--- config.mk ---
export PLATFORM = sky130hd
export DESIGN_NAME = mcycle_sequencer
export DESIGN_NICKNAME = d
export VERILOG_FILES = /design/src/rtl/mcycle_sequencer.sv
export SDC_FILE = /design/constraint.sdc
export NUM_CORES = 1
export LEC_CHECK = 0
export BUFFER_PORTS_ARGS = -buffer_cell sky130_fd_sc_hd__buf_2
export CAP_MARGIN = 40
export CORE_MARGIN = 1.5
export CORE_UTILIZATION = 50
export DETAILED_ROUTE_END_ITERATION = 8
export GPL_TIMING_DRIVEN = 0
export PLACE_DENSITY = 0.86
export SLEW_MARGIN = 20
export SYNTH_ARGS = -nofsm -noshare
export SYNTH_HDL_FRONTEND = slang
export SYNTH_SLANG_ARGS = --single-unit
--- constraint.sdc ---
create_clock -name clk -period 2.93 [get_ports clk]
set_input_delay 0.586 -clock clk [delete_from_list [all_inputs] [get_ports clk]]
set_output_delay 0.586 -clock clk [all_outputs]
set_load 0.01 [all_outputs]
--- src/rtl/mcycle_sequencer.sv ---
// mcycle_sequencer
//   Multi-cycle control sequencer for the MIPS core. Steps each instruction
//   through FETCH/DECODE/EXEC/(MEM)/(WB), gates the decoder's single-cycle
//   write enables, handshakes with a variable-latency shared memory, guards
//   memory waits with a timeout, handles halt requests and counts retired
//   instructions.
//
// Ports
//   clk, rst           : clock, synchronous active-high reset
//   dec_reg_wren       : decoder register-write request
//   dec_mem_wren       : decoder store indication (SW)
//   dec_reg_dmux_sel   : decoder data-mux select, 0 = load (LW)
//   mem_ready          : memory completes current request this cycle
//   halt_req           : stop at next instruction boundary
//   imem_req/dmem_req  : instruction / data memory request
//   dmem_we            : data access is a write
//   ir_wren            : capture instruction register
//   reg_wren, pc_wren  : gated register-file / PC write enables
//   state              : current state encoding
//   halted, fault      : in HALT / sticky memory-timeout flag
//   retired            : retired-instruction count (wraps)
module mcycle_sequencer #(
    parameter int TIMEOUT_CYCLES = 255,
    parameter int CNT_W          = 32
) (
    input  logic             clk,
    input  logic             rst,
    input  logic             dec_reg_wren,
    input  logic             dec_mem_wren,
    input  logic             dec_reg_dmux_sel,
    input  logic             mem_ready,
    input  logic             halt_req,
    output logic             imem_req,
    output logic             dmem_req,
    output logic             dmem_we,
    output logic             ir_wren,
    output logic             reg_wren,
    output logic             pc_wren,
    output logic [2:0]       state,
    output logic             halted,
    output logic             fault,
    output logic [CNT_W-1:0] retired
);

    typedef enum logic [2:0] {
        S_IDLE   = 3'd0,
        S_FETCH  = 3'd1,
        S_DECODE = 3'd2,
        S_EXEC   = 3'd3,
        S_MEM    = 3'd4,
        S_WB     = 3'd5,
        S_HALT   = 3'd6
    } state_e;

    localparam logic [7:0]       WAIT_LAST = 8'(TIMEOUT_CYCLES - 1);
    localparam logic [CNT_W-1:0] CNT_ONE   = {{(CNT_W-1){1'b0}}, 1'b1};

    state_e           state_q, state_d;
    logic [7:0]       wait_q, wait_d;
    logic             fault_q, fault_d;
    logic [CNT_W-1:0] retired_q, retired_d;
    logic             retire;

    always_ff @(posedge clk) begin
        if (rst) begin
            state_q   <= S_IDLE;
            wait_q    <= 8'd0;
            fault_q   <= 1'b0;
            retired_q <= '0;
        end else begin
            state_q   <= state_d;
            wait_q    <= wait_d;
            fault_q   <= fault_d;
            retired_q <= retired_d;
        end
    end

    always_comb begin
        state_d  = state_q;
        wait_d   = 8'd0;   // outside a waiting FETCH/MEM the counter is held at 0, so every entry starts clean
        fault_d  = fault_q;
        retire   = 1'b0;
        imem_req = 1'b0;
        dmem_req = 1'b0;
        dmem_we  = 1'b0;
        ir_wren  = 1'b0;
        reg_wren = 1'b0;
        pc_wren  = 1'b0;

        case (state_q)
            S_IDLE: state_d = halt_req ? S_HALT : S_FETCH;
            S_FETCH: begin
                imem_req = 1'b1;
                if (mem_ready) begin
                    ir_wren = 1'b1;
                    state_d = S_DECODE;
                end else if (wait_q == WAIT_LAST) begin
                    fault_d = 1'b1;
                    state_d = S_HALT;
                end else begin
                    wait_d = wait_q + 8'd1;
                end
            end
            S_DECODE: state_d = S_EXEC;
            S_EXEC: begin
                if (!dec_reg_dmux_sel || dec_mem_wren) state_d = S_MEM;
                else if (dec_reg_wren)                 state_d = S_WB;
                else                                   retire  = 1'b1;
            end
            S_MEM: begin
                dmem_req = 1'b1;
                dmem_we  = dec_mem_wren;
                if (mem_ready) begin
                    if (dec_mem_wren) retire  = 1'b1;
                    else              state_d = S_WB;
                end else if (wait_q == WAIT_LAST) begin
                    fault_d = 1'b1;
                    state_d = S_HALT;
                end else begin
                    wait_d = wait_q + 8'd1;
                end
            end
            S_WB: begin
                reg_wren = 1'b1;
                retire   = 1'b1;
            end
            S_HALT: if (!halt_req && !fault_q) state_d = S_FETCH;
            default: state_d = S_IDLE;
        endcase

        // Retire is the only instruction boundary besides IDLE/HALT.
        if (retire) begin
            pc_wren = 1'b1;
            state_d = halt_req ? S_HALT : S_FETCH;
        end
    end

    assign retired_d = retire ? retired_q + CNT_ONE : retired_q;

    assign state   = state_q;
    assign halted  = (state_q == S_HALT);
    assign fault   = fault_q;
    assign retired = retired_q;

endmodule

==> metrics.md, run 1 <==
| Metric | Value |
|---|---|
| Status | `finished, violations left` |
| Violated checks | `DRC` |
| Remaining global-route overflow | `0` |
| WHS | `0.476 ns` |
| Fin nets | `347` |
| Worst Tran Pin Value | `around 0.57 ns` |
| Flop2flop setup slack | `0.73 ns` |
| CP Launch Point | `state[2]` |
| Num CTS Buffers | `5` |
| # IOs | `50` |
| Worst setup SP type | `register` |
| Register share of total power | `43.9%` |
| Post-cts resize count | `0` |
| GRT Total Usage | `23.7%` |
| Clk_skew | `0.00305 ns` |
| Via count | `2364` |
| ANT nets after route | `0` |
| Core Util, Final | `between 60% and 70%` |
| Vias/cell | `6.06` |
| Initial core utilization | `a little over half` |
| Post-Syn Area | `2340 um^2` |
| RSZ-0062 raised after global routing | `no` |
| Pin count of the biggest net entering global routing | `14` |
| PwrDens | `approximately 530 nW/um^2` |
| Clock sink count | `44` |
| Yosys warns | `0` |
| CP Data Arrival Time | `about 1.8 ns` |
| Post-route design area | `2760 um^2` |
| Critical-path maximum fanout | `10` |
| Mean Syn Cell Area | `8.34 um^2` |
| P_int | `1.02 mW` |
| Worst-path clk slew | `0.08 ns` |
| Initial DRT Pass Iterations | `7` |
| Port bufs | `between 40 and 50` |
| P&R area growth vs syn | `17.8%` |
| CTS Buffer Depth | `2` |
| Fmax | `413 MHz` |
| Setup Viol. Count Final | `0` |
| Clock power share | `31.1%` |
| # DRC | `4` |
| CP required | `2.34 ns` |
| RR Startpoint | `retired[13]` |
| P_sw | `around 460 uW` |
| Die span in x | `about 71 um` |
| RD Place Congestion | `0.845` |
| Maximum VDD drop | `275 uV` |
| CP Class | `reg2out` |
| Post-synth EDFFs | `0` |
| HPWL Detailed | `4.09 mm` |
| Setup TNS | `0 ns` |
| Initial antenna violation count | `0` |
| Sequential element share of the synthesized area | `37.6%` |
| Drt total wl | `5.72 mm` |
| Top_reg_cell synth | `dfxtp_1` |
| Clock Latency Late Sink | `roughly 0.3 ns` |
| Crit path to | `pc_wren` |
| Initial drt markers | `166` |
| Hold Path Origin | `wait_q[0]` |
| Fin. max-slew vios | `0` |
| Minimum clock period | `about 2.4 ns` |
| H-tree levels | `2` |
| Number of post-CTS setup repair buffers | `0` |
| Period utilisation layout | `82.7%` |
| Site Rows | `24` |
| FF-to-FF End | `retired[31]` |
| Core Area | `4440 um^2` |
| Worst hold path class | `reg2reg` |
| Worst Setup End Kind | `primary output` |
| Switch share | `31.2%` |
| TritonCTS clock tree | `done` |
| Pwr Total | `approximately 1.5 mW` |
| # hold bufs at CTS | `0` |
| Netlist cell types | `45` |
| First-pass GRT wire length | `9.72 mm` |
| Comb pwr share | `about a quarter` |
| Number of diodes | `0` |
| R2R depth | `6` |
| #FFs+latches synth | `between 40 and 50` |
| CTS root buffer | `clkbuf_8` |
| Vias in the first global route | `2171` |
| Synth Instances | `281` |
| Drt wl/cell | `14.7 um` |
| Max Cap Viol | `0` |
| Post-DP Area | `2660 um^2` |
| Leakage Power | `1.07 nW` |
| Post-synth ARST share | `0%` |
| Net Count, Synth | `between 200 and 300` |
| Layout cells sized above 1 | `22.8%` |
| Height of the die | `around 71 um` |
| Max-slew headroom | `around 62%` |
| Final hold violation count | `0` |
| Die area | `between 5000 and 6000 um^2` |
-- power groups by stage --
stage                     clock (mW)  combinational (mW)  sequential (mW)
after floorplan                    0               0.241            0.669
after global placement             0               0.356            0.660
after detailed placement           0               0.364            0.661
after CTS                      0.465               0.365            0.647
after global routing           0.495               0.406            0.651
final                          0.459               0.369            0.647
-- how the worst min path moves through the flow --
stage	to	slack (ns)	cells past startpoint
after global placement	wait_q[0]	0.45	1
after detailed placement	wait_q[0]	0.46	1
after global routing	retired[12]	0.54	2
after CTS	wait_q[0]	0.48	1
after floorplan	wait_q[0]	0.43	1
final	wait_q[0]	0.48	1
-- flip-flops by register name (all words and copies together) (netlist names) --
register  cells
fault         1
retired      32
state         3
wait_q        8
-- worst max-delay path: stages (launching register included) --
cell      delay, ns
dfxtp_1        0.32
buf_2          0.19
nand2b_1       0.25
o22a_1         0.24
buf_2          0.24
inv_1          0.13
buf_2          0.16
-- per-stage QoR --
step | setup WS, ns | instances
after floorplan | 0.985 | 281
after global placement | 0.684 | 382
after detailed placement | 0.667 | 382
after CTS | 0.526 | 390
after global routing | 0.372 | 390
final | 0.507 | 390
-- cell families after synthesis --
| logic type | after synthesis | synth area share, % |
|---|---|---|
| multiplexers | 8 | 3.84 |
| AND/OR/NAND/NOR | 128 | 31.3 |
| XOR/XNOR | 7 | 2.61 |
| buffers and inverters | 27 | 5.71 |
| AO/OA/AOI/OAI | 64 | 17.3 |
| flip-flops | 44 | 37.6 |
| adder cells (fa/ha/maj) | 3 | 1.60 |
-- layer usage --
layer  global-route usage [%]  vias up  share of wire, %
met5                        0        -                 0
li1                         -     1160                 -
met1                     32.1     1125                47
met2                     37.6       68                46
met3                     3.66       11               5.0
met4                     10.5        0               1.7
-- placed cells by master (no fill, tap or decap), types with 2 or more instances in the layout --
cell type,synthesis,final
a211oi_1,2,2
a21oi_1,25,25
and2_1,5,5
and3_1,2,2
and4_1,5,5
buf_2,5,54
buf_6,3,3
clkbuf_1,10,11
clkbuf_8,0,5
dfxtp_1,44,44
ha_1,3,3
inv_1,8,8
mux2_2,8,8
nand2_1,15,15
nand2b_1,4,4
nand3_1,13,13
nand4_1,8,8
nor2_1,25,25
nor2b_1,9,9
nor3_1,3,3
nor4_1,7,7
o211ai_1,2,2
o21ai_0,9,9
o311ai_1,2,2
o31ai_1,14,14
o41ai_1,3,3
or2_2,3,3
or3_1,7,7
or4_1,15,15
xnor2_1,4,4
xor2_1,3,3
-- cell type report --
type	instances	area, um^2
Multi-Input combinational cell	210	1330
Inverter	8	30.0
Clock buffer	6	72.6
Clock inverter	2	35.0
Fill cell	391	1680
Timing Repair Buffer	49	245
Sequential cell	44	881
Tap cell	52	65.1
Buffer	19	104
-- synthesized netlist by cell type (4+ instances only) --
library cell	n	area share, %
nor4_1	7	1.9
mux2_2	8	3.8
o31ai_1	14	4.5
nand2_1	15	2.4
nand3_1	13	2.8
and4_1	5	1.9
dfxtp_1	44	38
nor2_1	25	4.0
nor2b_1	9	2.4
a21oi_1	25	5.3
clkbuf_1	10	1.6
nand2b_1	4	1.1
o21ai_0	9	1.9
nand4_1	8	2.1
and2_1	5	1.3
or3_1	7	1.9
xnor2_1	4	1.5
buf_2	5	1.1
or4_1	15	4.8
inv_1	8	1.3
Note: power is estimated with default switching activity, not from simulation.
==> inputs of run 2 (changes only) <==
==> constraint.sdc (replaced) <==
create_clock -name clk -period 2.4 [get_ports clk]
set_input_delay 0.48 -clock clk [delete_from_list [all_inputs] [get_ports clk]]
set_output_delay 0.48 -clock clk [all_outputs]
set_load 0.01 [all_outputs]
==> run 2 against run 1 <==
  * The run still ends with DRC left
  * First-iteration DRC count increased by 9.0%
  * Via count decreased by 0.34%
  * Total power rose by 22%
  * Global-route usage unchanged
  * Cell area about the same
  * Die area unchanged
  * Sequential power up 22%
  * Critical path depth unchanged
  * Worst hold slack about the same
  * Register-to-register slack lost 0.52 ns
  * Critical endpoint unchanged
==> metrics.md, run 2 (same netlist as run 1, synthesis figures left out) <==
| Metric | Value |
|---|---|
| Initial antenna violation count | `0 (unchanged)` |
| Clock sink count | `44 (unchanged)` |
| Flop2flop setup slack | `0.21 ns (-0.52 ns)` |
| Num CTS Buffers | `5 (unchanged)` |
| Vias/cell | `6.04 (-0.34%)` |
| Critical-path maximum fanout | `10 (unchanged)` |
| Setup Viol. Count Final | `0 (unchanged)` |
| Drt wl/cell | `14.7 um (+0.17%)` |
| Worst path max stage delay | `0.33 ns (about the same)` |
| H-tree levels | `2 (unchanged)` |
| Violated checks | `DRC` |
| # DRC | `4 (unchanged)` |
| Leakage Power | `1.07 nW (about the same)` |
| HPWL Detailed | `4.09 mm (unchanged)` |
| Final hold violation count | `0 (unchanged)` |
| # IOs | `50 (unchanged)` |
| Core Area | `4440 um^2 (unchanged)` |
| Clk_skew | `0.00454 ns (+0.00148 ns)` |
| First-pass GRT wire length | `9.72 mm (unchanged)` |
| CP Class | `reg2out` |
| Die area | `5110 um^2 (unchanged)` |
| Setup TNS | `0 ns (unchanged)` |
| Height of the die | `71.5 um (unchanged)` |
| Worst hold path class | `reg2reg` |
| Fmax | `444 MHz` |
| CTS root buffer | `clkbuf_8` |
| Clock Latency Late Sink | `0.30 ns (about the same)` |
| CP bufs+invs | `4 (unchanged)` |
| CP required | `1.92 ns (-0.42 ns)` |
| Crit path top cell by count | `buf_2` |
| P&R area growth vs syn | `17.9% (about the same)` |
| ANT nets after route | `0 (unchanged)` |
| Status | `finished, violations left` |
| Fin. max-slew vios | `0 (unchanged)` |
| RD Place Congestion | `0.845 (unchanged)` |
| Via count | `2356 (-0.34%)` |
| Minimum clock period | `~2.3 ns` |
| Number of diodes | `0 (unchanged)` |
| Crit-path cells | `buf_2 > nand2b_2 > o22a_1 > buf_2 > inv_1 > buf_2` |
| Die span in x | `71.5 um (unchanged)` |
| Fin nets | `347 (unchanged)` |
| Commonest non-fill, non-tap cells in the layout | `54 x buf_2, 44 x dfxtp_1, 25 x a21oi_1, 25 x nor2_1` |
| Slowest-stage cell, CP | `dfxtp_1` |
| Worst Tran Pin Value | `0.565 ns (-0.0000930 ns)` |
| Pin count of the biggest net entering global routing | `14 (unchanged)` |
| Non-Filler Instances | `390 (unchanged)` |
| Port bufs | `49 (unchanged)` |
| Initial core utilization | `52.8% (unchanged)` |
| Worst setup SP type | `register` |
| Worst Setup End Kind | `primary output` |
| Layout cells sized above 1 | `23.1% (+0.30 points)` |
| GRT Total Usage | `23.7% (unchanged)` |
| Vias in the first global route | `2171 (unchanged)` |
| TritonCTS clock tree | `done` |
| RSZ-0062 raised after global routing | `no` |
| CTS Buffer Depth | `2 (unchanged)` |
| Initial drt markers | `181 (+9.0%)` |
| Max Cap Viol | `0 (unchanged)` |
| Period utilisation layout | `a little over nine tenths` |
| Commonest non-fill, non-tap cell in the layout | `buf_2` |
| Delay-heaviest family, CP | `buffers and inverters` |
| Worst-path clk slew | `0.08 ns (about the same)` |
| Dpl cells | `382 (unchanged)` |
| Maximum VDD drop | `337 uV (+22%)` |
| CP Data Arrival Time | `1.77 ns (-0.07 ns)` |
| # hold bufs at CTS | `0 (unchanged)` |
| Max-slew headroom | `62.1% (about the same)` |
| Remaining global-route overflow | `0 (unchanged)` |
| Max reg flops | `32 (unchanged)` |
| PwrDens | `653 nW/um^2 (+22%)` |
| Drt total wl | `5.73 mm (+0.17%)` |
| Initial DRT Pass Iterations | `7 (unchanged)` |
| Site Rows | `24 (unchanged)` |
run 2: cell counts in the layout (fill, tap and decap cells not counted):
No cell type changed its count.
run 2: worst register-to-register path, stage by stage (launching register included):
cell,delay [ns]
dfxtp_1,0.43
and4_1,0.21
clkbuf_1,0.29
nand4_1,0.17
clkbuf_1,0.24
nor4_1,0.37
mux2_2,0.38
run 2: stage by stage:
| step | cell area (um^2) | power [mW] | hold WS [ns] | setup WS [ns] | utilization [%] |
|---|---|---|---|---|---|
| after floorplan | 2340 | 1.11 | 0.430 | 0.455 | - |
| after global routing | 2770 | 1.90 | 0.536 | 0.0369 | 62.2 |
| after CTS | 2760 | 1.80 | 0.483 | 0.102 | 62.2 |
| final | 2770 | 1.81 | 0.477 | 0.149 | 62.2 |
| after detailed placement | 2660 | 1.25 | 0.465 | 0.227 | 59.7 |
| after global placement | 2660 | 1.24 | 0.447 | 0.271 | 59.7 |
run 2: cell type report:
type | instances | area (um^2)
Fill cell | 389 | 1680
Clock buffer | 6 | 72.6
Multi-Input combinational cell | 210 | 1330
Inverter | 8 | 30.0
Tap cell | 52 | 65.1
Clock inverter | 2 | 35.0
Buffer | 19 | 104
Timing Repair Buffer | 49 | 245
Sequential cell | 44 | 881
run 2: timing repair:
action,CTS,global route
setup buffers,0,0
resized for setup,0,1
setup endpoints to repair,0,1
endpoints found under the hold margin,0,0
run 2: path summary, 6_finish.rpt:
path	from	end	depth (start not counted)
setup reg to reg	retired[13]	retired[31]	6
hold / removal	wait_q[0]	wait_q[0]	1
hold reg to reg	wait_q[0]	wait_q[0]	1
setup / recovery	state[2]	pc_wren	6
run 2: per-layer routing:
metal	wire length [um]	vias to the layer above	GRT usage (%)	share of wire [%]
li1	-	1159	-	-
met4	104	0	10.5	1.8
met2	2610	72	37.6	46
met5	0	-	0	0
met3	273	13	3.66	4.8
met1	2730	1112	32.1	48
run 2: power by group:
group	switching, mW	internal [mW]
clock	0.252	0.309
combinational	0.284	0.171
sequential	0.0275	0.762
==> inputs of run 3 (changes only) <==
--- a/config.mk
+++ b/config.mk
@@ -8,10 +8,10 @@
 export BUFFER_PORTS_ARGS = -buffer_cell sky130_fd_sc_hd__buf_2
 export CAP_MARGIN = 40
 export CORE_MARGIN = 1.5
-export CORE_UTILIZATION = 50
+export CORE_UTILIZATION = 30
 export DETAILED_ROUTE_END_ITERATION = 8
 export GPL_TIMING_DRIVEN = 0
-export PLACE_DENSITY = 0.86
+export PLACE_DENSITY = 0.61
 export SLEW_MARGIN = 20
 export SYNTH_ARGS = -nofsm -noshare
 export SYNTH_HDL_FRONTEND = slang
==> run 3 against run 2 <==
  * The run now ends clean
  * First-iteration DRC count fell by 25%
  * Fmax about the same
  * Global-route usage decreased by 9.4 points
==> metrics.md, run 3 (same netlist as run 1, synthesis figures left out) <==
| Metric | Value |
|---|---|
| Flop2flop setup slack | `0.18 ns (-0.03 ns)` |
| Hold Path Stages | `1 (unchanged)` |
| Clk_skew | `0.0108 ns (+0.00629 ns)` |
| Commonest non-fill, non-tap cell in the layout | `buf_2` |
| TritonCTS clock tree | `done` |
| Clock sink count | `44 (unchanged)` |
| Dpl cells | `432 (+13%)` |
| Max-slew headroom | `60.4% (-1.8 points)` |
| H-tree levels | `2 (unchanged)` |
| ANT nets after route | `0 (unchanged)` |
| CP Data Arrival Time | `1.77 ns (about the same)` |
| Via count | `2325 (-1.3%)` |
| Final hold violation count | `0 (unchanged)` |
| # hold bufs at CTS | `0 (unchanged)` |
| GRT Total Usage | `14.3% (-9.4 points)` |
| Initial core utilization | `30.7% (-22 points)` |
| Max reg flops | `32 (unchanged)` |
| Remaining global-route overflow | `0 (unchanged)` |
| Die area | `8350 um^2 (+64%)` |
| Vias in the first global route | `2082 (-4.1%)` |
| Max Cap Viol | `0 (unchanged)` |
| Die span in x | `91.4 um (+28%)` |
| M2 GR Usage | `23.4% (-14 points)` |
| Non-Filler Instances | `440 (+13%)` |
| PwrDens | `635 nW/um^2 (-2.8%)` |
| RD Place Congestion | `0.810 (-4.2%)` |
| Setup Slack @ Placement | `0.157 ns (-0.0706 ns)` |
| Fmax | `445 MHz (about the same)` |
| Period utilisation layout | `93.7% (about the same)` |
| Core Util, Final | `37.3% (-25 points)` |
| Worst setup SP type | `register` |
| Setup Viol. Count Final | `0 (unchanged)` |
| Port bufs | `49 (unchanged)` |
| Number of post-CTS setup repair buffers | `0 (unchanged)` |
| R2R depth | `6 (unchanged)` |
| Commonest non-fill, non-tap cells in the layout | `53 x buf_2, 44 x dfxtp_1, 25 x a21oi_1, 25 x nor2_1` |
| Num CTS Buffers | `5 (unchanged)` |
| First-pass GRT wire length | `9.89 mm (+1.7%)` |
| CTS Buffer Depth | `2 (unchanged)` |
| RSZ-0062 raised after global routing | `yes` |
| # DRC | `0 (-4)` |
| Busiest grt layer | `met2` |
| HPWL Detailed | `4.40 mm (+7.4%)` |
| Fin. max-slew vios | `0 (unchanged)` |
| Maximum VDD drop | `204 uV (-39%)` |
| Initial antenna violation count | `0 (unchanged)` |
| Status | `complete, no violations` |
| Leakage Power | `1.08 nW (+0.19%)` |
| Final WS setup | `0.151 ns (+0.00145 ns)` |
| Minimum clock period | `2.25 ns (-0.00145 ns)` |
| Post-cts resize count | `0 (unchanged)` |
| Worst Setup End Kind | `primary output` |
| Pwr Total | `1.81 mW (+0.19%)` |
| CP required | `1.92 ns (about the same)` |
| Height of the die | `91.4 um (+28%)` |
| Drt total wl | `6.07 mm (+6.0%)` |
| Vias/cell | `5.28 (-13%)` |
| RR Startpoint | `retired[13]` |
| Site Rows | `32 (+33%)` |
| FF-to-FF End | `retired[31]` |
| Drt wl/cell | `13.8 um (-6.1%)` |
| P&R area growth vs syn | `21.5%` |
| Pin count of the biggest net entering global routing | `14 (unchanged)` |
| # IOs | `50 (unchanged)` |
| Fin nets | `347 (unchanged)` |
| Number of diodes | `0 (unchanged)` |
| Hold Path Origin | `wait_q[0]` |
| Initial drt markers | `135 (-25%)` |
| Worst hold path class | `reg2reg` |
| CTS root buffer | `clkbuf_8` |
| Met1 Track Usage GR | `19.8% (-12 points)` |
| # fillers | `808 (+110%)` |
| CP Class | `reg2out` |
| Layout cells sized above 1 | `24.0% (+0.89 points)` |
| Critical-path maximum fanout | `10 (unchanged)` |
| Clock Latency Late Sink | `0.29 ns (about the same)` |
| Met3 Use GR | `2.76% (-0.89 points)` |
| Setup TNS | `0 ns (unchanged)` |
| Worst Tran Pin Value | `0.592 ns (+0.0266 ns)` |
| Initial DRT Pass Iterations | `4 (-3)` |
| Worst-path clk slew | `0.07 ns (about the same)` |
| Core Area | `7650 um^2 (+72%)` |
| Worst Hold Endpoint | `wait_q[0]` |
-- run 3: cell type report --
type	count	area, um^2	share of cell area [%]
multi-input combinational	210	1350	47.4
sequential	44	881	30.9
timing repair buffer	49	245	8.61
tap	102	128	4.48
buffer	19	106	3.73
clock buffer	6	72.6	2.55
clock inverter	2	35.0	1.23
inverter	8	30.0	1.05
-- run 3: worst max-delay path by stage --
stage	startpoint	to	slack, ns
finish	state[2]	pc_wren	0.15
global route	retired[13]	retired[25]	-0.02
CTS	state[2]	pc_wren	0.06
detailed placement	retired[13]	retired[27]	0.16
global placement	dec_mem_wren	retired[27]	0.20
floorplan	retired[3]	retired[23]	0.46
-- run 3: report_power, final --
group / total (mW) / switching (mW) / internal, mW
Combinational: 0.459 / 0.286 / 0.173
Sequential: 0.792 / 0.0291 / 0.763
Clock: 0.559 / 0.250 / 0.309
-- run 3: routing by layer --
layer / vias to the layer above / wire length (um)
met2: 47 / 2870
met3: 2 / 216
met5: - / 0
li1: 1159 / -
met1: 1117 / 2960
met4: 0 / 18
-- run 3: worst max-delay path, cell delays in order, from the launching register on --
cell      delay (ns)
dfxtp_1         0.31
buf_2           0.17
nand2b_2        0.23
o22a_1          0.24
clkbuf_4        0.22
inv_1           0.16
buf_2           0.15
-- run 3: through the flow --
stage                     cell area (um^2)  hold slack [ns]
after floorplan                       2340            0.430
after global placement                2720            0.442
after detailed placement              2720            0.456
after CTS                             2830            0.474
after global routing                  2850            0.506
final                                 2850            0.467
